File: src/rtl/periph_sequencer.sv
// periph_sequencer: bus-master sequencer that pushes one operator byte to a
// register-mapped UART channel, polls for TX completion and optionally waits
// for a reply byte, which is shown on the LEDs. All outputs are registered,
// decoded from the next state so they line up with the state they belong to.
module periph_sequencer #(
    parameter int N_CH    = 2,
    parameter int DATA_W  = 8,
    parameter int REG_W   = 32,
    parameter int TIMEOUT = 100000,
    parameter int WAIT_RX = 1,
    localparam int CH_W   = (N_CH > 1) ? $clog2(N_CH) : 1
) (
    input  logic                    clk,
    input  logic                    rst,
    input  logic                    send_i,
    input  logic [CH_W-1:0]         ch_sel_i,
    input  logic [DATA_W-1:0]       dato_i,
    output logic [N_CH-1:0]         wr_o,
    output logic                    reg_sel_o,
    output logic                    addr_o,
    output logic [REG_W-1:0]        entrada_o,
    input  logic [N_CH*REG_W-1:0]   salida_i,
    output logic [DATA_W-1:0]       leds_o,
    output logic                    busy_o,
    output logic                    timeout_o
);

    localparam int CNT_W = $clog2(TIMEOUT + 1);

    typedef enum logic [2:0] {
        IDLE, WR_DATA, WR_CTRL, POLL_TX, POLL_RX, RD_DATA, CLR_RX
    } state_t;

    state_t              state_reg, state_next;
    logic [CH_W-1:0]     ch_reg, ch_next;
    logic [DATA_W-1:0]   dato_reg, dato_next;
    logic [CNT_W-1:0]    cnt_reg, cnt_next;
    logic [N_CH-1:0]     wr_reg, wr_next;
    logic                wr_en_next;
    logic                reg_sel_reg, reg_sel_next;
    logic                addr_reg, addr_next;
    logic [REG_W-1:0]    entrada_reg, entrada_next;
    logic [DATA_W-1:0]   leds_reg, leds_next;
    logic                busy_reg;
    logic                timeout_reg, timeout_next;

    logic [REG_W-1:0]    chan_word [N_CH];
    logic [REG_W-1:0]    sel_word;
    logic                unused_sel_bits;

    // Split the flat read bus into per-channel words and build the one-hot strobe.
    for (genvar gi = 0; gi < N_CH; gi++) begin : g_chan
        assign chan_word[gi] = salida_i[gi*REG_W +: REG_W];
        assign wr_next[gi]   = wr_en_next && (ch_next == CH_W'(gi));
    end

    assign sel_word        = chan_word[ch_reg];
    // Only bit0/bit1 and the low data byte matter; the rest is read but ignored.
    assign unused_sel_bits = ^sel_word;

    // Next-state, counter and registered-output decode.
    always_comb begin
        state_next   = state_reg;
        ch_next      = ch_reg;
        dato_next    = dato_reg;
        leds_next    = leds_reg;
        timeout_next = timeout_reg;

        unique case (state_reg)
            IDLE: begin
                if (send_i && (32'(ch_sel_i) < 32'(N_CH))) begin
                    ch_next      = ch_sel_i;
                    dato_next    = dato_i;
                    timeout_next = 1'b0;
                    state_next   = WR_DATA;
                end
            end
            WR_DATA: state_next = WR_CTRL;
            WR_CTRL: state_next = POLL_TX;
            POLL_TX: begin
                // First cycle in a poll state still shows the pre-write register.
                if ((cnt_reg != '0) && !sel_word[0]) begin
                    state_next = (WAIT_RX != 0) ? POLL_RX : IDLE;
                end else if (cnt_reg == CNT_W'(TIMEOUT - 1)) begin
                    timeout_next = 1'b1;
                    state_next   = IDLE;
                end
            end
            POLL_RX: begin
                if ((cnt_reg != '0) && sel_word[1]) begin
                    state_next = RD_DATA;
                end else if (cnt_reg == CNT_W'(TIMEOUT - 1)) begin
                    timeout_next = 1'b1;
                    state_next   = IDLE;
                end
            end
            RD_DATA: begin
                if (cnt_reg != '0) begin
                    leds_next  = sel_word[DATA_W-1:0];
                    state_next = CLR_RX;
                end
            end
            CLR_RX:  state_next = IDLE;
            default: state_next = IDLE;
        endcase

        // Cycles spent in the current state; restarts on every state change.
        if ((state_next == state_reg) && (state_reg != IDLE)) begin
            cnt_next = cnt_reg + 1'b1;
        end else begin
            cnt_next = '0;
        end

        wr_en_next   = 1'b0;
        reg_sel_next = 1'b0;
        addr_next    = 1'b0;
        entrada_next = entrada_reg;
        unique case (state_next)
            WR_DATA: begin
                wr_en_next   = 1'b1;
                reg_sel_next = 1'b1;
                entrada_next = REG_W'(dato_next);
            end
            WR_CTRL: begin
                wr_en_next   = 1'b1;
                entrada_next = REG_W'(1);
            end
            RD_DATA: begin
                reg_sel_next = 1'b1;
                addr_next    = 1'b1;
            end
            CLR_RX: begin
                wr_en_next   = 1'b1;
                entrada_next = '0;
            end
            default: ;
        endcase
    end

    // State and output registers with synchronous reset.
    always_ff @(posedge clk) begin
        if (rst) begin
            state_reg   <= IDLE;
            ch_reg      <= '0;
            dato_reg    <= '0;
            cnt_reg     <= '0;
            wr_reg      <= '0;
            reg_sel_reg <= 1'b0;
            addr_reg    <= 1'b0;
            entrada_reg <= '0;
            leds_reg    <= '0;
            busy_reg    <= 1'b0;
            timeout_reg <= 1'b0;
        end else begin
            state_reg   <= state_next;
            ch_reg      <= ch_next;
            dato_reg    <= dato_next;
            cnt_reg     <= cnt_next;
            wr_reg      <= wr_next;
            reg_sel_reg <= reg_sel_next;
            addr_reg    <= addr_next;
            entrada_reg <= entrada_next;
            leds_reg    <= leds_next;
            busy_reg    <= (state_next != IDLE);
            timeout_reg <= timeout_next;
        end
    end

    assign wr_o      = wr_reg;
    assign reg_sel_o = reg_sel_reg;
    assign addr_o    = addr_reg;
    assign entrada_o = entrada_reg;
    assign leds_o    = leds_reg;
    assign busy_o    = busy_reg;
    assign timeout_o = timeout_reg;

endmodule

File: config.mk
export PLATFORM = sky130hd
export DESIGN_NAME = periph_sequencer
export DESIGN_NICKNAME = d
export VERILOG_FILES = /design/src/rtl/periph_sequencer.sv
export SDC_FILE = /design/constraint.sdc
export NUM_CORES = 1
export LEC_CHECK = 0
export CORE_ASPECT_RATIO = 1.2
export CORE_MARGIN = 2
export CORE_UTILIZATION = 25
export CTS_CLUSTER_DIAMETER = 150
export DETAILED_ROUTE_END_ITERATION = 10
export DONT_BUFFER_PORTS = 1
export GPL_ROUTABILITY_DRIVEN = 0
export PLACE_DENSITY = 0.38
export SYNTH_ARGS = -nofsm -noshare
export SYNTH_HDL_FRONTEND = slang
export SYNTH_SLANG_ARGS = --single-unit
File: constraint.sdc
create_clock -name clk -period 6 [get_ports clk]
set_input_delay 0.9 -clock clk [delete_from_list [all_inputs] [get_ports clk]]
set_output_delay 0.9 -clock clk [all_outputs]
set_load 0.02 [all_outputs]
# After elaboration in Yosys (flattened, before gate mapping)
# Cells that the tools add are included.
# totals
regBits,75
output_inout_bits,46
wordCells,69
# classes
addsub,1
magnitude_cmp,1
n_eq_ne,14
mux,22
bitwise,3
n_reduce_logical,17
# op_table
op,n
$pmux W32 S3,1
$mux W8,5
$pmux W3 S6,1
$add A17 B1 Y17 const B,1
$eq A17 B17 Y1 const B,1
$reduce_bool A17 Y1,1
$mux W3,5
$eq A3 B3 Y1 const B,4
$reduce_bool A3 Y1,4
$eq A3 B2 Y1 const B,3
$mux W1,9
$eq A3 B1 Y1 const B,2
$ne A2 B2 Y1 const B,3
$logic_and A1 B1 Y1,5
$reduce_and A4 Y1,1
$reduce_or A2 Y1,2
$eq A3 B3 Y1,1
$logic_not A3 Y1,1
$pmux W1 S3,1
$reduce_or A3 Y1,1
$ge A2 B2 Y1 const B,1
$not A1 Y1,2
$not A1 Y2,1
$reduce_and A2 Y1,1
$logic_not A1 Y1,1

# Logic depth before layout (Yosys ltp)
# Gate-level depths: netlist of the first run.
# logic_depth
depth_word,12
depth_mapped,10
mapped_depth_nobuf,8

# Least setup slack after synthesis of the first run
# No wires, ideal clock.
# synth_timing
path_kind,register to register
startpoint,reg cnt_reg[0]
endpoint,reg cnt_reg[9]
setup_ns,0.062
t_arrival_ns,2.305
required_ns,5.938
setup_slack_ns,3.633
stages_incl_launch_ff,11
cell_sequence,dfxtp_1 inv_1 ha_1 nor4b_1 nand4b_4 o21ai_2 o31ai_1 or4b_1 buf_6 buf_12 nor2_4
# synth_via
elab_chain_len,8
elab_cells_between_ends,14
cone_classes,add/sub (1); eq/ne (2); mux (5); bitwise (1); reduce/logical (5)
# synth_lines
item,line_no,rtl
from (decl),37,"logic [CNT_W-1:0] cnt_reg, cnt_next;"
from (signal assigned),158,cnt_reg <= cnt_next;
$eq A17 B17 Y1 / $reduce_bool A17 Y1 (equally long branches),--,
$mux W3 (tied with other cells),"84, 92",
$mux W3 (on tied branches),"90, 82",
$pmux W3 S6,69,unique case (state_reg)
$eq A3 B3 Y1,108,if ((state_next == state_reg) && (state_reg != IDLE)) begin
$logic_and A1 B1 Y1,108,
$not A1 Y1 (no source line),--,
$reduce_or A2 Y1 (no source line),--,
# Parallel ways exist; a longest one is shown, timed or not.
# A chain may end at the register's enable or synchronous reset.

# Worst setup path after layout of the first run
# layout_timing
startpoint,reg cnt_reg[0]
endpoint,reg cnt_reg[5]
# The elaborated chain is that of the path after synthesis.

==> run metrics, run 1 <==
status finished clean; CTS buffer count 5; FMAX 331 MHz; maximum clock path buffer count 2; Final Power 0.000787 W; initial core utilization 25.6%; Yosys top cell area share 41.1%; RSZ-0062 raised after global routing no; CP delay by family, top simple AND/OR/NAND/NOR gates; Reg-to-Reg End cnt_reg[5]; Area Growth Syn to Fin 8.42%; Setup TNS 0 ns; Post-CTS Setup Inserts 0; Max Slew Vio Count 0; Post-Place Worst Slack 2.91 ns; antenna violations before repair 0; fin crit period 3.02 ns; Worst EP required 6.21 ns; Worst setup EP type flip-flop; total grt overflow 0; Final Hold Viols 0; Synth Area per Inst 8.90 um2; Post-Synth Adder-Cell Area 1.03%; commonest non-fill, non-tap cell in the layout dfxtp_1; Syn Std Cell Area 0.00244 mm2; Die Ht 112 um; reg2reg path depth 8; clock-pin slew on the worst setup and hold paths 0.06 ns; total stage count of the critical path 8; post-synthesis sequential area ratio 41.1%; met2 WL 2460 um; die area 0.0106 mm2; Reg area 0.00100 mm2; number of fillers in the final layout 1045; Layout Skew 0.00422 ns; Post-Synthesis Cells 274; largest net degree at the start of global routing 28; Routed WL per cell 12.7 um; Core ar. 0.00952 mm2; crit path to cnt_reg[5]; final setup vio count 0; synth top area cells dfxtp_1 41%, buf_4 7.4%, nor2_1 5.2%; length of the first detailed-routing pass in iterations 4; vias in the first global route 1651; Least-Margin Pin Slew 1.09 ns; global-route wire length before repair 8300 um; Crit-path slowest cell or4b_1; Relative slew margins 27.4%; critical path's most frequent cell nor2_1; max reg flops 17; Avg Vias per Cell 4.36; compound-gate portion of the synthesized area 12.2%; Arr. time, crit path 3.24 ns; yosys warns 0; hpwl dp 3580 um; Routed Wire Length 5010 um; most frequent cells in the layout 50 x dfxtp_1, 34 x nor2_1, 27 x nand2_1, 24 x conb_1, 13 x a21oi_1; multi-input combinational cell area 0.00126 mm2; Iteration-0 DRC Markers 45; min setup slack post-route 2.98 ns; Metal-1 WL 2220 um; Post-synth EDFFs 0; hold path cells 2; crit path buf inv count 1; nets 348; H-Tree Level Count 2; Largest stage delay, worst path 0.97 ns; Main synth FF type dfxtp_1; DRT antenna net count 0; post-synthesis xor/xnor area fraction 5.39%; Post-route DRC 0; Worst Path Max Fanout 17; antenna cells 0; startpoint types flip-flop; mux share of post-synthesis cell area 3.29%; IO Pins 122; synthesis-stage register bit count 50; Top Metal Used met4; cells along the critical path inv_1 -> ha_1 -> nor4b_1 -> nand4b_4 -> nor2_1 -> o21ai_0 -> or4b_1 -> nor2_1; TritonCTS clock tree built; Vias 1717; distinct cell type count after synthesis 48; clock latency on the worst-skew pair 0.28 ns; routed wl met3 261 um; fin crit share 50.4%; crit path from cnt_reg[0]; ys async rst share 0%; PD cells 298 mW/mm2; root buffer cell clkbuf_16; clock sink total 50; dominant cell type by area after synthesis dfxtp_1; CP Class reg -> reg; share of cells above drive strength 1 10.7%; Total GRT Usage 9.82%; simple-gate share of the synthesized area 25.8%; largest family of logic cells by synthesized area simple AND/OR/NAND/NOR gates; port buffer count 0; die width 94.1 um; hold crit path type reg -> reg; max-cap violations 0; Finished Core Util 27.8%; hold slack 0.450 ns; Row Count 39; CTS resizes 0; Static Leakage 0.909 nW; r2r startpoint cnt_reg[0]; maximum vdd drop 126 uV; hold_buf cts 0; R2R Setup Slk 2.98 ns
==> routing by layer <==
layer | track usage (%) | up-vias
li1 | - | 880
met1 | 12.3 | 791
met2 | 16.0 | 41
met3 | 2.75 | 5
met4 | 3.77 | 0
met5 | 0 | -
==> worst register-to-register path, cell delays in order (launching register included) <==
cell and delay, ns:
dfxtp_1 0.35, inv_1 0.07, ha_1 0.15, nor4b_1 0.49, nand4b_4 0.21, nor2_1 0.32
o21ai_0 0.15, or4b_1 0.97, nor2_1 0.24
==> stage by stage <==
step,cells,area (um2)
global placement,386,2440
floorplan,297,2520
CTS,394,2640
global route,394,2640
finish,394,2640
detailed placement,386,2440
==> cell families after synthesis <==
| family | after synthesis |
|---|---|
| compound gates | 44 |
| xor+xnor | 15 |
| fa+ha+maj | 2 |
| buf+inv | 41 |
| flops | 50 |
| mux | 8 |
| other cells | 1 |
| simple gates | 113 |
==> power by group <==
| group | switching [W] | internal [W] |
|---|---|---|
| sequential | 0.0000164 | 0.000343 |
| clock | 0.000119 | 0.000250 |
| combinational | 0.0000402 | 0.0000183 |
| total | 0.000175 | 0.000611 |
==> how the worst min path moves through the flow <==
stage / from / endpoint
after floorplan: dato_reg[1] / dato_reg[1]
after global placement: dato_reg[2] / dato_reg[2]
after detailed placement: dato_reg[2] / dato_reg[2]
after CTS: dato_reg[2] / dato_reg[2]
after global routing: dato_reg[5] / dato_reg[5]
final: dato_reg[2] / dato_reg[2]
==> Yosys cell counts (3+ instances only) <==
master	count
a21oi_1	13
nand3_1	6
clkbuf_1	7
nand4_1	3
a211oi_1	9
o21ai_0	5
nor2_1	34
inv_1	6
mux2i_1	8
dfxtp_1	50
xor2_1	11
nor2_4	7
a22o_1	7
xnor2_1	4
nor2_2	3
and3_1	5
nor3_1	6
buf_4	24
nand2_1	27
==> area by class of cell <==
| class | count | area share (%) |
|---|---|---|
| Multi-Input combinational cell | 206 | 47.6 |
| Sequential cell | 50 | 37.9 |
| Tap cell | 123 | 5.82 |
| Clock buffer | 6 | 5.26 |
| Clock inverter | 2 | 2.27 |
| Inverter | 6 | 0.852 |
| Timing Repair Buffer | 1 | 0.284 |
Note: power is estimated with default switching activity, not from simulation.
==> inputs of run 2 (changes only) <==
==> constraint.sdc (replaced) <==
create_clock -name clk -period 3 [get_ports clk]
set_input_delay 0.45 -clock clk [delete_from_list [all_inputs] [get_ports clk]]
set_output_delay 0.45 -clock clk [all_outputs]
set_load 0.02 [all_outputs]
==> run metrics, run 2 (synthesis gave the netlist of run 1 again) <==
status finished clean; initial core utilization 25.6%; Worst setup EP type flip-flop; PD cells 552 mW/mm2; origin of the worst min-delay path rst; global-route wire length before repair 8630 um; Routed WL per cell 12.8 um; Row Count 39; clock-pin slew on the worst setup and hold paths 0.06 ns; Vias 1734; root buffer cell clkbuf_16; FMAX 397 MHz; CP delay by family, top simple AND/OR/NAND/NOR gates; largest net degree at the start of global routing 28; clock latency on the worst-skew pair 0.29 ns; crit path buf inv count 1; Reg-to-Reg End cnt_reg[7]; Total GRT Usage 10.3%; max reg flops 17; hold_buf cts 0; TritonCTS clock tree built; antenna violations before repair 0; R2R Setup Slk 0.48 ns; fin crit period 2.52 ns; die area 0.0106 mm2; commonest non-fill, non-tap cell in the layout dfxtp_1; final setup vio count 0; Hold Path Sink entrada_o[0]; Routed Wire Length 5100 um; Layout Skew 0.00257 ns; cells along the critical path or4_4 -> nand4b_4 -> nor2_1 -> o21ai_0 -> or4b_1 -> buf_4 -> nor2_1; H-Tree Level Count 2; Core ar. 0.00952 mm2; Iteration-0 DRC Markers 35; CP Class reg -> reg; hpwl dp 3650 um; Setup TNS 0 ns; IO Pins 122; share of cells above drive strength 1 12.0%; Least-Margin Pin Slew 0.898 ns; Final Hold Viols 0; die width 94.1 um; clock sink total 50; max-cap violations 0; Post-CTS Setup Inserts 0; antenna cells 0; CTS buffer count 5; hold crit path type in -> reg; RSZ-0062 raised after global routing no; maximum vdd drop 183 uV; total grt overflow 0; startpoint types flip-flop; Avg Vias per Cell 4.36; Area Growth Syn to Fin 8.32%; maximum clock path buffer count 2; Crit-path slowest cell or4_4; port buffer count 0; Static Leakage 0.914 nW; reg2reg path depth 7; fin crit share 84.0%; Post-route DRC 0; Relative slew margins 39.8%; Final Power 0.00146 W; Max Slew Vio Count 0; Arr. time, crit path 2.75 ns; Largest stage delay, worst path 0.55 ns; CTS resizes 0; DRT antenna net count 0; most frequent cells in the layout 50 x dfxtp_1, 34 x nor2_1, 27 x nand2_1, 24 x conb_1, 13 x a21oi_1; vias in the first global route 1769; Worst Path Max Fanout 17; Worst EP required 3.23 ns; hold path cells 1; r2r startpoint cnt_reg[6]; Die Ht 112 um; nets 352; critical path's most frequent cell nor2_1; length of the first detailed-routing pass in iterations 4
==> run 2: changes by cell type in the layout (fill, tap and decap cells not counted), sizes merged <==
cell	before	now
bufinv	2	0
clkbuf	6	8
buf	1	5
==> run 2: per-layer routing <==
layer / vias up / global-route usage, % / part of all wire, %
li1: 888 / - / -
met5: - / 0 / 0
met3: 5 / 2.95 / 5.8
met4: 0 / 4.06 / 1.6
met2: 44 / 17.5 / 50
met1: 797 / 12.3 / 42
==> run 2: per-stage QoR <==
stage          worst slack (ns)  instance area (um2)  util [%]  std cells  hold WS (ns)
2_1_floorplan             0.633                 2520         -        297         0.441
3_3_place_gp              0.430                 2470      26.0        390         0.444
3_5_place_dp              0.468                 2470      26.0        390         0.447
4_1_cts                   0.445                 2640      27.7        398         0.216
5_1_grt                   0.301                 2640      27.7        398         0.219
6_report                  0.480                 2640      27.7        398         0.230
==> run 2: how the worst max path moves through the flow <==
stage	from	to	slack [ns]	depth (start not counted)
floorplan	cnt_reg[0]	cnt_reg[9]	0.63	10
finish	cnt_reg[6]	cnt_reg[7]	0.48	7
global placement	cnt_reg[0]	cnt_reg[6]	0.43	10
global route	cnt_reg[0]	cnt_reg[7]	0.30	10
CTS	cnt_reg[6]	cnt_reg[7]	0.44	7
detailed placement	cnt_reg[6]	cnt_reg[7]	0.47	7
==> run 2: area by class of cell <==
cell class              count  area, um2
repair buffers              5       37.5
well taps                 123        154
flip-flops and latches     50       1000
clock buffers               8        166
multi-input cells         206       1260
fillers                  1050       6880
inverters                   6       22.5
==> run 2: worst reg2reg max path, cell delays in order (launching register included) <==
cell and delay [ns]:
dfxtp_1 0.34, or4_4 0.55, nand4b_4 0.22, nor2_1 0.32, o21ai_0 0.15, or4b_1 0.49
buf_4 0.26, nor2_1 0.13
==> run 2: report_power, final <==
part / internal (W) / leakage, nW / switching, W / total (W)
combinational: 0.0000406 / 0.425 / 0.0000838 / 0.000124
sequential: 0.000685 / 0.406 / 0.0000299 / 0.000715
clock: 0.000378 / 0.0832 / 0.000241 / 0.000619
